--- src/rtl/mega_regs_mp.sv ---
// Byte/pair register file with two read ports, a primary write port, a pointer
// write-back port and a post-reset clear sequence that zeroes one pair per cycle.
module mega_regs_mp #(
  parameter int    REG_COUNT          = 32,
  parameter string REGISTERED_OUTPUTS = "FALSE",
  parameter string BYPASS             = "TRUE"
) (
  input  logic        clk,
  input  logic        rst,
  input  logic [4:0]  rs1a,
  input  logic        rs1m,
  output logic [15:0] rs1,
  input  logic [4:0]  rs2a,
  input  logic        rs2m,
  output logic [15:0] rs2,
  input  logic [4:0]  rda,
  input  logic [15:0] rd,
  input  logic        rdw,
  input  logic        rdm,
  input  logic [1:0]  pa,
  input  logic        pw,
  input  logic [15:0] pd,
  output logic [15:0] ptr,
  output logic        ready
);

  localparam bit RegOut = (REGISTERED_OUTPUTS == "TRUE");
  localparam bit FwdEn  = RegOut || (BYPASS == "TRUE");
  localparam int Base   = 32 - REG_COUNT;
  localparam int Pairs  = REG_COUNT / 2;
  localparam int CntW   = $clog2(Pairs);

  typedef enum logic {CLEAR, RUN} state_e;

  state_e            state_q, state_d;
  logic [CntW-1:0]   cnt_q, cnt_d;
  logic              ready_q, ready_d;
  logic              clearing;
  logic [3:0]        clrPair;
  logic [31:0]       wrEn;
  logic [31:0][7:0]  wrData;
  logic [31:0][7:0]  fwdView;
  wire  [31:0][7:0]  regView;
  logic [15:0]       rs1_d, rs2_d, ptr_d;

  always_ff @(posedge clk or posedge rst) begin
    if (rst) begin
      state_q <= CLEAR;
      cnt_q   <= '0;
      ready_q <= 1'b0;
    end else begin
      state_q <= state_d;
      cnt_q   <= cnt_d;
      ready_q <= ready_d;
    end
  end

  always_comb begin
    state_d = state_q;
    cnt_d   = cnt_q;
    case (state_q)
      CLEAR: begin
        cnt_d = cnt_q + 1'b1;
        if (cnt_q == CntW'(Pairs - 1)) begin
          state_d = RUN;
          cnt_d   = '0;
        end
      end
      RUN:     state_d = RUN;
      default: state_d = CLEAR;
    endcase
  end

  always_comb begin
    clearing = (state_q == CLEAR);
    ready_d  = (state_d == RUN);
  end

  assign clrPair = 4'(Base / 2) + 4'(cnt_q);

  // Per-byte write decode; rd is checked before the pointer port so it wins collisions.
  always_comb begin
    wrEn   = '0;
    wrData = '0;
    for (int i = 0; i < 32; i++) begin
      if (i >= Base) begin
        if (clearing) begin
          if (4'(i / 2) == clrPair) wrEn[i] = 1'b1;
        end else if (rdw && (rdm ? (rda[3:0] == 4'(i / 2)) : (rda == 5'(i)))) begin
          wrEn[i]   = 1'b1;
          wrData[i] = (rdm && (i % 2 == 1)) ? rd[15:8] : rd[7:0];
        end else if (pw && (pa != 2'd0) && ({2'b11, pa} == 4'(i / 2))) begin
          wrEn[i]   = 1'b1;
          wrData[i] = (i % 2 == 1) ? pd[15:8] : pd[7:0];
        end
      end
    end
  end

  for (genvar g = 0; g < 32; g++) begin : gReg
    if (g >= Base) begin : gImpl
      logic [7:0] byte_q;
      always_ff @(posedge clk) begin
        if (wrEn[g]) byte_q <= wrData[g];
      end
      assign regView[g] = byte_q;
    end else begin : gNone
      assign regView[g] = 8'h00;
    end
  end

  always_comb begin
    for (int i = 0; i < 32; i++) begin
      fwdView[i] = (FwdEn && wrEn[i]) ? wrData[i] : regView[i];
    end
  end

  function automatic logic [15:0] selectRead(input logic [31:0][7:0] view,
                                             input logic [4:0] a, input logic m);
    if (m) return {view[{a[3:0], 1'b1}], view[{a[3:0], 1'b0}]};
    return {8'h00, view[a]};
  endfunction

  always_comb begin
    rs1_d = '0;
    rs2_d = '0;
    ptr_d = '0;
    if (!clearing) begin
      rs1_d = selectRead(fwdView, rs1a, rs1m);
      rs2_d = selectRead(fwdView, rs2a, rs2m);
      if (pa != 2'd0) ptr_d = selectRead(fwdView, {1'b0, 2'b11, pa}, 1'b1);
    end
  end

  if (RegOut) begin : gOutReg
    logic [15:0] rs1_q, rs2_q, ptr_q;
    always_ff @(posedge clk or posedge rst) begin
      if (rst) begin
        rs1_q <= '0;
        rs2_q <= '0;
        ptr_q <= '0;
      end else begin
        rs1_q <= rs1_d;
        rs2_q <= rs2_d;
        ptr_q <= ptr_d;
      end
    end
    assign rs1 = rs1_q;
    assign rs2 = rs2_q;
    assign ptr = ptr_q;
  end else begin : gOutComb
    assign rs1 = rs1_d;
    assign rs2 = rs2_d;
    assign ptr = ptr_d;
  end

  assign ready = ready_q;

endmodule

--- config.mk ---
export PLATFORM = sky130hd
export DESIGN_NAME = mega_regs_mp
export DESIGN_NICKNAME = d
export VERILOG_FILES = /design/src/rtl/mega_regs_mp.sv
export SDC_FILE = /design/constraint.sdc
export NUM_CORES = 1
export LEC_CHECK = 0
export ABC_AREA = 1
export ABC_CLOCK_PERIOD_IN_PS = 2800
export BUFFER_PORTS_ARGS = -buffer_cell sky130_fd_sc_hd__buf_2
export CAP_MARGIN = 20
export CORE_AREA = 5 5 192 194
export CTS_CLUSTER_DIAMETER = 80
export DETAILED_ROUTE_END_ITERATION = 7
export DIE_AREA = 0 0 197 199
export PLACE_DENSITY = 0.78
export RECOVER_POWER = 100
export REMOVE_ABC_BUFFERS = 1
export SYNTH_ARGS = -nofsm -noshare
export SYNTH_HDL_FRONTEND = slang
export SYNTH_SLANG_ARGS = --single-unit
--- constraint.sdc ---
create_clock -name clk -period 2.8 [get_ports clk]
set_input_delay 0.56 -clock clk [delete_from_list [all_inputs] [get_ports clk]]
set_output_delay 0.56 -clock clk [all_outputs]
set_load 0.02 [all_outputs]
==> results of run 1 <==
[layer usage]
| layer | global-route usage | overflow |
|---|---|---|
| met2 | 0.9917 | 248 |
| met3 | 0.8337 | 48 |
| met5 | 0.6691 | 5 |
| met1 | 0.8742 | 59 |
| met4 | 0.9371 | 215 |
[Yosys cell counts, drive strengths merged, types with 5 or more instances]
library cell / n
nand3: 1639
buf: 115
o22ai: 16
o21ai: 139
dfrtp: 5
clkbuf: 130
dfxtp: 256
o211ai: 108
inv: 95
nor2: 42
nand2: 845
a21oi: 63
nor3: 16
[per-stage QoR]
stage | hold WS [ns] | util | cell area [sq um] | TNS (ns)
2_1_floorplan | 0.3385 | - | 19590 | -549.16
3_3_place_gp | 0.4417 | 0.7689 | 26950 | -30.68
4_1_cts | 0.4302 | 0.8533 | 29910 | -30.84
3_5_place_dp | 0.4545 | 0.7689 | 26950 | -32.51
[timing repair]
item | in CTS
resized for setup | 405
pin swaps | 117
buffers inserted | 23
hold endpoints to repair | 5
hold buffers | 1
cloned | 4
setup endpoints to repair | 48
[cell families after synthesis]
family,count (synthesis),synth area share
and+or+nand+nor,2544,0.5786
buffers and inverters,344,0.06830
AOI/OAI and AO/OA,326,0.09609
DFF,261,0.2545
adders and majority gates,4,0.002427
==> results, run 1 <==
- The count of buffers inserted at the top-level ports is 104.
- Routability-driven placement finished with a final weighted congestion of 1.287.
- The tree is rooted in a sky130_fd_sc_hd__clkbuf_16.
- The TritonCTS buffer count is 34.
- In the global route stage, overall resource usage came out at 0.9014.
- Progress stopped at global routing.
- The number of unique standard cell types used by synthesis is 31.
- The post-placement setup slack is -1.161 ns.
- The boundary pin count is 105.
- The number of enable flip-flop cells after synthesis is 0.
- The leftover overflow at the end of global routing is 575.
- The height of the die is 199 um.
- The number of register bits inferred by synthesis is 261.
- The starting density of the core is 0.5885.
- Of the post-synthesis cell area, the dominant cell type holds 0.3958.
- The first error in the log reads "[ERROR GRT-0232] Routing congestion too high. Check the congestion heatmap in the GUI".
- The wire-length estimate of the detail-placed layout is 84120 um.
- The largest area contributor in the netlist is sky130_fd_sc_hd__nand3_1.
- The H-tree was split into 2 levels.
- The row count is 69.
- Ranked by total cell area, the synthesized netlist is headed by sky130_fd_sc_hd__nand3_1, sky130_fd_sc_hd__dfxtp_1, sky130_fd_sc_hd__nand2_1.
- For this run, the leading register cell type out of synthesis is sky130_fd_sc_hd__dfxtp_1.
- The flow did not finish.
- The cell count after placement is 4486.
- A synthesized cell averages 5.929 sq um.
- After the last repair the worst path ends at an output port.
- In this run the horizontal extent of the chip is 197 um.
- The pin count of the biggest net entering global routing is 56.
- The cell area after technology mapping is 20630 sq um.
- The number of buffers between clock root and the deepest sink is 3.
- The worst endpoint from the post-global-route timing repair is rs1[3].
- The Yosys step of the flow raised 0 warnings.
- Synthesis produced a netlist whose cell count is 3479.
- The tree built by TritonCTS fans out to 261 sinks.
- Of the synthesized area, sequential elements account for 0.2545.
- Of all flip-flops after synthesis, the portion carrying an async set or reset was 0.01916.
==> run 2: changes to the inputs <==
- CORE_AREA: 5 5 192 194 -> 5 5 234 236
- CTS_CLUSTER_DIAMETER: 80 -> unset
- DIE_AREA: 0 0 197 199 -> 0 0 239 241
- PLACE_DENSITY: 0.78 -> unset
- PLACE_DENSITY_LB_ADDON: unset -> 0.15
==> results, run 2 <==
- After synthesis, the most frequently instantiated cells are sky130_fd_sc_hd__nand3_1, sky130_fd_sc_hd__nand2_1, sky130_fd_sc_hd__dfxtp_1, sky130_fd_sc_hd__clkbuf_1, sky130_fd_sc_hd__o21ai_0.
- The number of failing hold endpoints at the final stage is 0.
- Yosys attributes the largest share of cell area to sky130_fd_sc_hd__nand3_1, sky130_fd_sc_hd__dfxtp_1, sky130_fd_sc_hd__nand2_1.
- Across the run, the number of max-cap violations was 0.
- The share of total power dissipated in combinational logic is 0.443.
- The number of enable flip-flop cells after synthesis is 0.
- The critical path goes through clkbuf_4 > inv_1 > nor2_4 > nand2_1 > buf_4 > o21ai_1 > nand2_1 > nand2_2 > buf_4 > nand3_1 > nand3_1 > nand3_1 > nand3_1 > nand3_4 > nand3_2 > nand2_1 > a21oi_1 > buf_4 > buf_4.
- The number of antenna violations at the first check in global routing came to 2.
- The slew of the pin with the lowest slew margin is 0.7534 ns.
- The clock skew after layout is 0.03759 ns.
- The share of the Yosys chip area taken by registers is 0.2545.
- The clock passes through at most 3 buffers.
- Port buffering added 104 buffers.
- Summed over all nets, the switching power comes to 7124 uW.
- Setup repair after global routing could not meet its margin everywhere.
- IR analysis of the VDD net gives a maximum drop of 0.4943 mV.
- The clock latency reported for the late side of the worst-skew pair is 0.58 ns.
- The run finished, with violations left.
- The part of the power in registers is 0.267.
- The fraction of synthesis flops using an asynchronous set or reset pin is 0.01916.
- The TritonCTS buffer count is 37.
- Measured along the x axis, the die boundary spans 239 um.
- The area growth from synthesis to layout is 73.90%.
- The die is 241 um tall.
- By instance count, the leading cell after synthesis is sky130_fd_sc_hd__nand3_1.
- The clock root buffer is sky130_fd_sc_hd__clkbuf_16.
- The overall via count from detail_route is 32420.
- The critical path data required time is 2.24 ns.
- The row count is 84.
- The count of pins over their slew limit came to 0.
- The number of register bits inferred by synthesis is 261.
- Across all register-to-register paths, the minimum setup slack is -1.00 ns.
- After detailed placement, the design holds a cell count of 4780.
- On the worst path, the slowest cell contributes a delay of 0.24 ns.
- The detailed-placement wirelength estimate is 97590 um.
- The worst hold margin is 0.4193 ns.
- For the finished layout, the period the worst path requires is 3.821 ns.
- The via count of the first global-routing pass was 29010.
- The H-tree was split into 2 levels.
- Entering global routing, the biggest net connects 51 pins.
- For this design the top-level I/O count stands at 105.
- Dividing the detail-routed wire length by the instance count gives 27.87 um.
- The first detailed-routing pass took 7 iterations.
- The first-pass GRT wire length is 192700 um.
- The CTS tree is built.
- The placer congestion estimate is 1.106.
- The register with the most flip-flops in the final layout is gReg.gImpl.byte_q.
- The per-instance average area after synthesis is 5.929 sq um.
- The part of the cycle the worst path needs is 1.365.
- The max-slew headroom at the worst pin is 0.4965.
- The internal portion of the total power is 10510 uW.
- The starting density of the core is 0.3949.
- For this design the static power due to leakage is 0.01663 uW.
- For this run, the total global-route usage over all layers was measured as 0.4425.
- The detailed router finished its first iteration with 5424 violations.
- The count of endpoints failing setup in the final report is 49.
- The clock transition at the registers of the reported paths is 0.05 ns.
- The clock network fraction of design power is 0.290.
- By startpoint and endpoint, the worst setup path is classified as in -> out.
- For this run, the number of Yosys warnings is 0.
- The register with the most flip-flops in the layout has 256 of them.
- In the routed design, unresolved DRC markers number 0.
- After technology mapping, the gate count stands at 3479.
- The prevailing post-synth register cell is sky130_fd_sc_hd__dfxtp_1.
- After the last flow step, the layout net total stands at 4298.
- The largest area contributor in the netlist is sky130_fd_sc_hd__nand3_1.
- The core region is 52240 sq um.
- The most frequent standard cell in the layout excluding fill and tap cells is sky130_fd_sc_hd__nand3_1.
- The number of nets with antenna violations after detailed routing is 0.
- The maximum achievable frequency is 0.2617 GHz.
- The final instance count without filler cells is 4955.
- Timing analysis after detailed placement gives a worst setup slack of -1.171 ns.
- After detailed routing, the total wire length is 138100 um.
- The ratio of cells with drive above 1 in the final layout is 0.4555.
- After synthesis, the netlist uses 31 different library cells.
- The classification of the worst-slack hold path is in -> async.
- Clock tree synthesis found a total of 261 sinks.
- In the layout the commonest cells are sky130_fd_sc_hd__nand3_1, sky130_fd_sc_hd__buf_4, sky130_fd_sc_hd__nand2_1.
- The synthesized netlist occupies a cell area of 20630 sq um.
- The via-per-instance ratio is 6.542.
- The switching portion of total power is 0.4041.
- The top fanout value on the critical path is 8.
- The floorplan step defined a die boundary enclosing 57600 sq um.
- The post-route worst setup slack is -1.021 ns.
- The power per cell area is 491.6 nW/um^2.
- The worst setup path is captured at an output pin.
- The element type at the critical path start is a primary input.
- The portion of synthesized cell area occupied by the leading cell type is 0.3958.
- The leftover overflow at the end of global routing is 0.
- The largest individual stage delay along the critical path comes from the cell sky130_fd_sc_hd__buf_4.
- For the worst setup path, the data arrival time is 3.26 ns.
- The final reports fail on setup timing.
==> run 2: cell counts after synthesis <==
Identical to the previous run, type by type.
==> run 2: metrics by stage <==
step                      power [uW]  utilization  setup TNS [ns]  area [sq um]
after floorplan                 7607            -         -549.16         19590
after global placement         10720       0.5348          -37.64         27940
after detailed placement       10790       0.5348          -38.14         27940
after CTS                      16470       0.6218          -34.12         32480
after global routing           18180       0.6867          -39.91         35870
final                          17630       0.6867          -37.90         35870
==> run 2: cell type report <==
class / instances / area [sq um]
Multi-Input combinational cell: 2874 / 18800
Fill cell: 4330 / 16370
Timing Repair Buffer: 964 / 9233
Sequential cell: 261 / 5256
Clock buffer: 54 / 1082
Tap cell: 688 / 860.8
Inverter: 99 / 439.2
Clock inverter: 13 / 175.2
Timing Repair inverter: 1 / 16.27
Antenna cell: 1 / 2.502
==> run 2: cell families (layout without fill, tap and decap cells) <==
group	after synthesis	count (layout)	synth area share
AOI/OAI and AO/OA	326	326	0.09609
adders and majority gates	4	4	0.002427
buffers and inverters	344	1131	0.06830
DFF	261	261	0.2545
other	0	1	0
and+or+nand+nor	2544	2544	0.5786
==> run 2: critical path: cells and delay by family <==
| family | cells | cell delay [ns] |
|---|---|---|
| buf+inv | 6 | 0.92 |
| compound gates | 2 | 0.27 |
| simple gates | 11 | 1.47 |
==> run 2: layer usage <==
layer,vias up,track usage,share of wire
met4,2,0.2347,0.078
met3,638,0.1380,0.15
met1,15170,0.6065,0.38
met2,2722,0.6207,0.39
li1,13890,-,-
met5,-,0,0.000087
==> run 2: what timing repair did <==
action                     4_1_cts  5_1_grt
gates resized for setup        648      663
hold endpoints to repair         5        0
setup endpoints to repair       48       49
hold buffers                     1        0
cloned                           7        5
buffers inserted                45       59
pin swaps                      149      212
==> run 2: power by group through the flow <==
stage          Clock [uW]  Sequential [uW]  Combinational, uW
2_1_floorplan           0             4640               2970
3_3_place_gp            0             4670               6050
3_5_place_dp            0             4680               6110
4_1_cts              5070             4640               6760
5_1_grt              5240             4770               8170
6_report             5110             4710               7810
==> run 2: path summary, 6_finish.rpt <==
check,startpoint,to,cells after the start
min,rst,ready,3
max,rda[2],rs2[6],19
max reg2reg,cnt_q[0],gReg[25].gImpl.byte_q[5],27
min reg2reg,gReg[20].gImpl.byte_q[4],gReg[20].gImpl.byte_q[4],2
min in group clk,gReg[20].gImpl.byte_q[4],gReg[20].gImpl.byte_q[4],2
max in group asynchronous,rst,ready,3
Note: power is estimated with default switching activity, not from simulation.
